### src/rtl/tx_interpolator.sv
// Transmit CIC interpolator: host-rate I/Q in, full-rate I/Q out, with PTT gating, drain and underflow flag.
// Optional macro TX_UNDERFLOW_HOLD_EN re-enters the last consumed sample on an underflow tick instead of zero.
module tx_interpolator #(
  parameter int INTERP    = 1280,
  parameter int STAGES    = 3,
  parameter int IN_WIDTH  = 16,
  parameter int ACC_WIDTH = 37,
  parameter int OUT_WIDTH = 18
) (
  input  logic                        clock_i,
  input  logic                        reset_n_i,
  input  logic                        enable_i,
  output logic                        in_req_o,
  input  logic                        in_valid_i,
  input  logic signed [IN_WIDTH-1:0]  in_I_i,
  input  logic signed [IN_WIDTH-1:0]  in_Q_i,
  output logic                        out_strobe_o,
  output logic signed [OUT_WIDTH-1:0] out_I_o,
  output logic signed [OUT_WIDTH-1:0] out_Q_o,
  output logic                        active_o,
  output logic                        underflow_o,
  input  logic                        underflow_clr_i
);

  localparam int CW = $clog2(INTERP);
  localparam int DW = $clog2(STAGES * INTERP + 1);

  typedef enum logic [1:0] {IDLE, RUN, DRAIN} state_e;

  state_e                      state_q, state_d;
  logic [CW-1:0]               cnt_q, cnt_d;
  logic [DW-1:0]               drain_q, drain_d;
  logic                        full_q, full_d;
  logic signed [IN_WIDTH-1:0]  holdI_q, holdI_d, holdQ_q, holdQ_d;
  logic                        uf_q, uf_d;
  logic signed [IN_WIDTH-1:0]  selI, selQ;
  logic                        clearAll, active, tick;
`ifdef TX_UNDERFLOW_HOLD_EN
  logic signed [IN_WIDTH-1:0]  lastI_q, lastI_d, lastQ_q, lastQ_d;
`endif

  logic signed [ACC_WIDTH-1:0] sample   [2];
  logic signed [ACC_WIDTH-1:0] combDly_q [2][STAGES];
  logic signed [ACC_WIDTH-1:0] combDly_d [2][STAGES];
  logic signed [ACC_WIDTH-1:0] comb_q   [2];
  logic signed [ACC_WIDTH-1:0] comb_d   [2];
  logic signed [ACC_WIDTH-1:0] integ_q  [2][STAGES];
  logic signed [ACC_WIDTH-1:0] integ_d  [2][STAGES];
  logic                        stuff_q, stuff_d;

  assign active       = (state_q != IDLE);
  assign tick         = active && (cnt_q == CW'(INTERP - 1));
  assign in_req_o     = (state_q == RUN) && (cnt_q == '0);
  assign active_o     = active;
  assign out_strobe_o = active;
  assign underflow_o  = uf_q;
  assign out_I_o      = integ_q[0][STAGES-1][ACC_WIDTH-1 -: OUT_WIDTH];
  assign out_Q_o      = integ_q[1][STAGES-1][ACC_WIDTH-1 -: OUT_WIDTH];
  assign sample[0]    = {{(ACC_WIDTH-IN_WIDTH){selI[IN_WIDTH-1]}}, selI};
  assign sample[1]    = {{(ACC_WIDTH-IN_WIDTH){selQ[IN_WIDTH-1]}}, selQ};

  always_comb begin
    state_d  = state_q;
    cnt_d    = cnt_q;
    drain_d  = drain_q;
    full_d   = full_q;
    holdI_d  = holdI_q;
    holdQ_d  = holdQ_q;
    uf_d     = uf_q;
    selI     = '0;
    selQ     = '0;
    clearAll = 1'b0;
`ifdef TX_UNDERFLOW_HOLD_EN
    lastI_d  = lastI_q;
    lastQ_d  = lastQ_q;
`endif
    if (active) cnt_d = tick ? '0 : cnt_q + 1'b1;
    if (underflow_clr_i) uf_d = 1'b0;
    unique case (state_q)
      IDLE: begin
        if (enable_i) begin
          state_d = RUN;
          cnt_d   = '0;
        end
      end
      RUN: begin
        // A strobe landing on the tick itself is consumed directly, never parked.
        if (tick) begin
          full_d = 1'b0;
          if (in_valid_i) begin
            selI = in_I_i;
            selQ = in_Q_i;
          end else if (full_q) begin
            selI = holdI_q;
            selQ = holdQ_q;
          end else begin
            uf_d = 1'b1;
`ifdef TX_UNDERFLOW_HOLD_EN
            selI = lastI_q;
            selQ = lastQ_q;
`endif
          end
`ifdef TX_UNDERFLOW_HOLD_EN
          lastI_d = selI;
          lastQ_d = selQ;
`endif
        end else if (in_valid_i) begin
          full_d  = 1'b1;
          holdI_d = in_I_i;
          holdQ_d = in_Q_i;
        end
        if (!enable_i) begin
          state_d = DRAIN;
          drain_d = DW'(STAGES * INTERP);
        end
      end
      DRAIN: begin
        drain_d = drain_q - 1'b1;
        if (enable_i) begin
          state_d = RUN;
        end else if (drain_q == DW'(1)) begin
          state_d  = IDLE;
          clearAll = 1'b1;
        end
      end
      default: state_d = IDLE;
    endcase
    if (clearAll) begin
      cnt_d   = '0;
      full_d  = 1'b0;
      holdI_d = '0;
      holdQ_d = '0;
`ifdef TX_UNDERFLOW_HOLD_EN
      lastI_d = '0;
      lastQ_d = '0;
`endif
    end
  end

  // Combs run at the tick rate; integrators see the comb result for exactly one cycle (zero-stuffing).
  always_comb begin
    logic signed [ACC_WIDTH-1:0] stage;
    stage = '0;
    for (int c = 0; c < 2; c++) begin
      stage = sample[c];
      for (int k = 0; k < STAGES; k++) begin
        combDly_d[c][k] = clearAll ? '0 : (tick ? stage : combDly_q[c][k]);
        stage = stage - combDly_q[c][k];
      end
      comb_d[c] = clearAll ? '0 : (tick ? stage : comb_q[c]);
      integ_d[c][0] = clearAll ? '0 :
                      (active ? integ_q[c][0] + (stuff_q ? comb_q[c] : '0) : integ_q[c][0]);
      for (int k = 1; k < STAGES; k++) begin
        integ_d[c][k] = clearAll ? '0 :
                        (active ? integ_q[c][k] + integ_q[c][k-1] : integ_q[c][k]);
      end
    end
    stuff_d = tick && !clearAll;
  end

  always_ff @(posedge clock_i or negedge reset_n_i) begin
    if (!reset_n_i) begin
      state_q   <= IDLE;
      cnt_q     <= '0;
      drain_q   <= '0;
      full_q    <= 1'b0;
      holdI_q   <= '0;
      holdQ_q   <= '0;
      uf_q      <= 1'b0;
      combDly_q <= '{default: '0};
      comb_q    <= '{default: '0};
      integ_q   <= '{default: '0};
      stuff_q   <= 1'b0;
`ifdef TX_UNDERFLOW_HOLD_EN
      lastI_q   <= '0;
      lastQ_q   <= '0;
`endif
    end else begin
      state_q   <= state_d;
      cnt_q     <= cnt_d;
      drain_q   <= drain_d;
      full_q    <= full_d;
      holdI_q   <= holdI_d;
      holdQ_q   <= holdQ_d;
      uf_q      <= uf_d;
      combDly_q <= combDly_d;
      comb_q    <= comb_d;
      integ_q   <= integ_d;
      stuff_q   <= stuff_d;
`ifdef TX_UNDERFLOW_HOLD_EN
      lastI_q   <= lastI_d;
      lastQ_q   <= lastQ_d;
`endif
    end
  end

endmodule

### config.mk
export PLATFORM = sky130hd
export DESIGN_NAME = tx_interpolator
export DESIGN_NICKNAME = d
export VERILOG_FILES = /design/src/rtl/tx_interpolator.sv
export SDC_FILE = /design/constraint.sdc
export NUM_CORES = 2
export LEC_CHECK = 0
export BUFFER_PORTS_ARGS = -buffer_cell sky130_fd_sc_hd__buf_2
export CORE_UTILIZATION = 33
export CTS_CLUSTER_SIZE = 10
export DETAILED_ROUTE_END_ITERATION = 12
export PLACE_DENSITY = 0.58
export SLEW_MARGIN = 20
export SYNTH_ARGS = -nofsm -noshare
export SYNTH_HDL_FRONTEND = slang
export SYNTH_SLANG_ARGS = --single-unit
### constraint.sdc
create_clock -name clock_i -period 12.6 [get_ports clock_i]
set_input_delay 1.26 -clock clock_i [delete_from_list [all_inputs] [get_ports clock_i]]
set_output_delay 1.26 -clock clock_i [all_outputs]
set_load 0.03 [all_outputs]
==> out/qor.json <==
{
  "outcome": {
    "run_status": "complete, but fails checks",
    "violated_checks": "DRC"
  },
  "drt": {
    "wire_length_after_detailed_routing_mm": 103,
    "drt-pass1-iter-count": 9,
    "vias_per_inst": 5.15,
    "dr.first_iter.drc_count": 2124,
    "drt-wirelength-per-cell_um": 15.6,
    "drc_errors": 16,
    "dr_total_vias": 34021,
    "drtAntennaViolNets": 0
  },
  "grt": {
    "grt_use_total": 0.162,
    "largest_net_degree_at_the_start_of_global_routing": 146,
    "grt_antenna_before_repair": 1,
    "via_count_of_the_first_global_routing_pass": 32728,
    "grt_first_pass_wirelength_mm": 172,
    "grt.overflow.total": 0
  },
  "logic_synthesis": {
    "synth_seq_cells": 536,
    "synth.mux.area_fraction": 0.00295,
    "synth-adder-area-share": 0.128,
    "synthesis.area_um2": 41200,
    "combinational_family_with_the_most_area_after_synthesis": "compound AO/OA/AOI/OAI gates",
    "mappedNetlistNets": 5432,
    "dominantRegCellSynth": "dfrtp_1",
    "synth_warnings": 0,
    "synth_largest_area_cell": "dfrtp_1",
    "number_of_flops_mapped_to_enable_cells_by_yosys": 0,
    "synth.area.top_cells": "dfrtp_1 33%, ha_1 12%, nand2_1 6.6%, a21oi_1 5.3%, a21o_1 4.7%",
    "synth_xor_area_frac": 0.0694,
    "postSynthAreaPerCell_um2": 8.27,
    "synth_compound_gate_area_share": 0.248,
    "synthArstFlopShare": 1.00,
    "synth-simple-area-share": 0.174,
    "ys_seq_area_frac": 0.325,
    "synth.distinct_cells": 87,
    "synth.top_cell.area_share": 0.325,
    "syn_inst": 4983
  },
  "cts": {
    "clock_tree.htree_level_count": 3,
    "cts_made_buffers": 71,
    "post_cts_resize_count": 0,
    "postCtsHoldBufs": 0,
    "count_of_buffers_added_by_post_cts_timing_repair_for_setup": 0,
    "worst_skew_pair.late_latency_ns": 0.64,
    "buffer_depth_of_the_longest_clock_path": 3,
    "clkSinkCount": 536,
    "clk_pin_slew_worst_paths_ns": 0.06,
    "tritoncts": "built",
    "clock-root-buffer": "clkbuf_16"
  },
  "finish": {
    "fraction_of_final_layout_cells_with_drive_strength_greater_than_1": 0.0532,
    "fin_cells": 6605,
    "final_common_cell": "nand2_1",
    "fill_cells": 12740,
    "most-common-layout-cells": "727 x nand2_1, 535 x dfrtp_1, 437 x a21oi_1",
    "layout.nets": 5372,
    "layout-area-overhead-vs-synth_pct": 9.62,
    "layout.core_utilization": 0.365
  },
  "setup_path": {
    "worst-endpoint-arrival_ns": 10.24,
    "launching_instance_or_port_of_the_critical_path": "state_q[1]",
    "critPathLaunchType": "flip-flop",
    "critPathKind": "flip-flop to flip-flop",
    "cell_at_the_slowest_stage_of_the_critical_path": "or4b_2",
    "path_max_fanout": 33,
    "critPathRequiredTime_ns": 13.07,
    "cp_slowest_stage_delay_ns": 0.63,
    "endpoint_kind": "flip-flop",
    "crit_top_cell": "o21ai_0",
    "r2r_start": "state_q[1]"
  },
  "sta": {
    "finalCriticalPeriod_ns": 9.77,
    "maxSlewViolCount": 0,
    "setup_violations": 0,
    "achievable-frequency_mhz": 102,
    "finalClockSkew_ns": 0.0278,
    "setup_repair_after_global_routing_missed_its_margin": "no",
    "fin_setup_tns_ns": 0,
    "timing.final.hold_violations": 0,
    "worst_slew_margin_rel": 0.280,
    "worst_pin_slew_ns": 1.08,
    "period_share": 0.775,
    "fin_ws_ns": 2.83
  },
  "place": {
    "port-buffer-count": 76,
    "place_inst": 6487,
    "gpl.final_weighted_congestion": 0.849,
    "dp_hpwl_mm": 74.6,
    "dp_worst_setup_slack_ns": 2.83
  },
  "hold_path": {
    "holdCritStartpoint": "combDly_q[195]",
    "hold_path.class": "flip-flop to flip-flop"
  },
  "job": {
    "number_of_max_capacitance_violations_reported": 0
  },
  "floorplan": {
    "floorplan.core_area_um2": 124000,
    "top_level_ports": 77,
    "row_count": 129,
    "die_footprint_um2": 126000,
    "start_util": 0.333,
    "fp.dieH_um": 355,
    "floorplan.die.width_um": 355
  },
  "power": {
    "power.density_nw_per_um2": 195,
    "totalPowerFinal_mw": 8.80,
    "leakagePower_nw": 21.8,
    "irDropWorstVdd_v": 0.000125
  }
}
worst paths after layout:
path	to	slack, ns	depth (start not counted)
setup reg to reg	comb_q[73]	2.83	42
max in group asynchronous	combDly_q[193]	9.07	4
hold reg to reg	combDly_q[195]	0.47	1
setup / recovery	comb_q[73]	2.83	42
hold / removal	combDly_q[195]	0.47	1
min in group asynchronous	integ_q[15]	0.67	1
stage by stage:
| stage | hold WS (ns) | area, um^2 |
|---|---|---|
| 6_report | 0.471 | 45200 |
| 5_1_grt | 0.479 | 45200 |
| 4_1_cts | 0.474 | 45200 |
| 3_5_place_dp | 0.465 | 42900 |
| 3_3_place_gp | 0.455 | 42900 |
| 2_1_floorplan | 0.442 | 41200 |
logic make-up after synthesis:
group	count (synthesis)
flops	536
simple gates	1567
xor+xnor	325
mux	12
fa+ha+maj	412
buf+inv	535
compound gates	1596
critical path, delay by kind of cell (launching register included):
family	cells	cell delay, ns
AO/OA/AOI/OAI	20	3.98
AND/OR/NAND/NOR	13	2.86
adder cells (fa/ha/maj)	4	1.41
buffers and inverters	3	0.60
flip-flops	1	0.44
XOR/XNOR	2	0.30
state kept, by name, summed over array words and instances, names as in the netlist:
signal	cells
holdI_q	16
stuff_q	1
integ_q	186
out_I_o	18
full_q	1
combDly_q	180
comb_q	74
out_Q_o	18
holdQ_q	16
underflow_o	1
state_q	2
drain_q	12
cnt_q	11
area by class of cell:
type | count | area, um^2 | area share
Clock inverter | 14 | 209 | 0.00463
Antenna cell | 1 | 2.50 | 0.0000554
Sequential cell | 536 | 13400 | 0.297
Clock buffer | 103 | 2050 | 0.0453
Timing Repair Buffer | 106 | 628 | 0.0139
Tap cell | 1637 | 2050 | 0.0453
Inverter | 296 | 1110 | 0.0246
Multi-Input combinational cell | 3912 | 25700 | 0.569
where the power goes:
| group | switching [mW] | internal [mW] |
|---|---|---|
| clock | 0.806 | 1.19 |
| sequential | 0.375 | 2.12 |
| combinational | 2.45 | 1.86 |
| total | 3.63 | 5.17 |
layer usage:
layer  vias up  part of all wire  global-route usage
met5         -                 0                   0
met4         0             0.019              0.0359
met3       132             0.034              0.0196
met2       520              0.42               0.250
met1     15877              0.52               0.240
li1      17492                 -                   -
cells in the mapped netlist, types with 12 or more instances:
cell type and n:
nand2b_1 53, a41oi_1 17, o21a_1 53, nand2_1 728, xor2_1 146, nor3_1 68, xnor2_1 178, and2_1 91
ha_1 396, dfrtp_1 536, a21boi_0 22, o211ai_1 25, a21oi_1 437, o41ai_1 12, a22o_1 13, buf_4 37
o21ai_0 386, and4_1 14, fa_1 16, o21bai_1 39, nor2_1 287, buf_1 17, clkbuf_1 184, nand4_1 34
nor2b_1 49, a211oi_1 55, a21o_1 259, and3_1 44, a22oi_1 32, o31ai_1 65, nand3_1 104, or3_1 27
inv_1 295, a31oi_1 49
No activity file was read; power rests on OpenSTA's default activity.
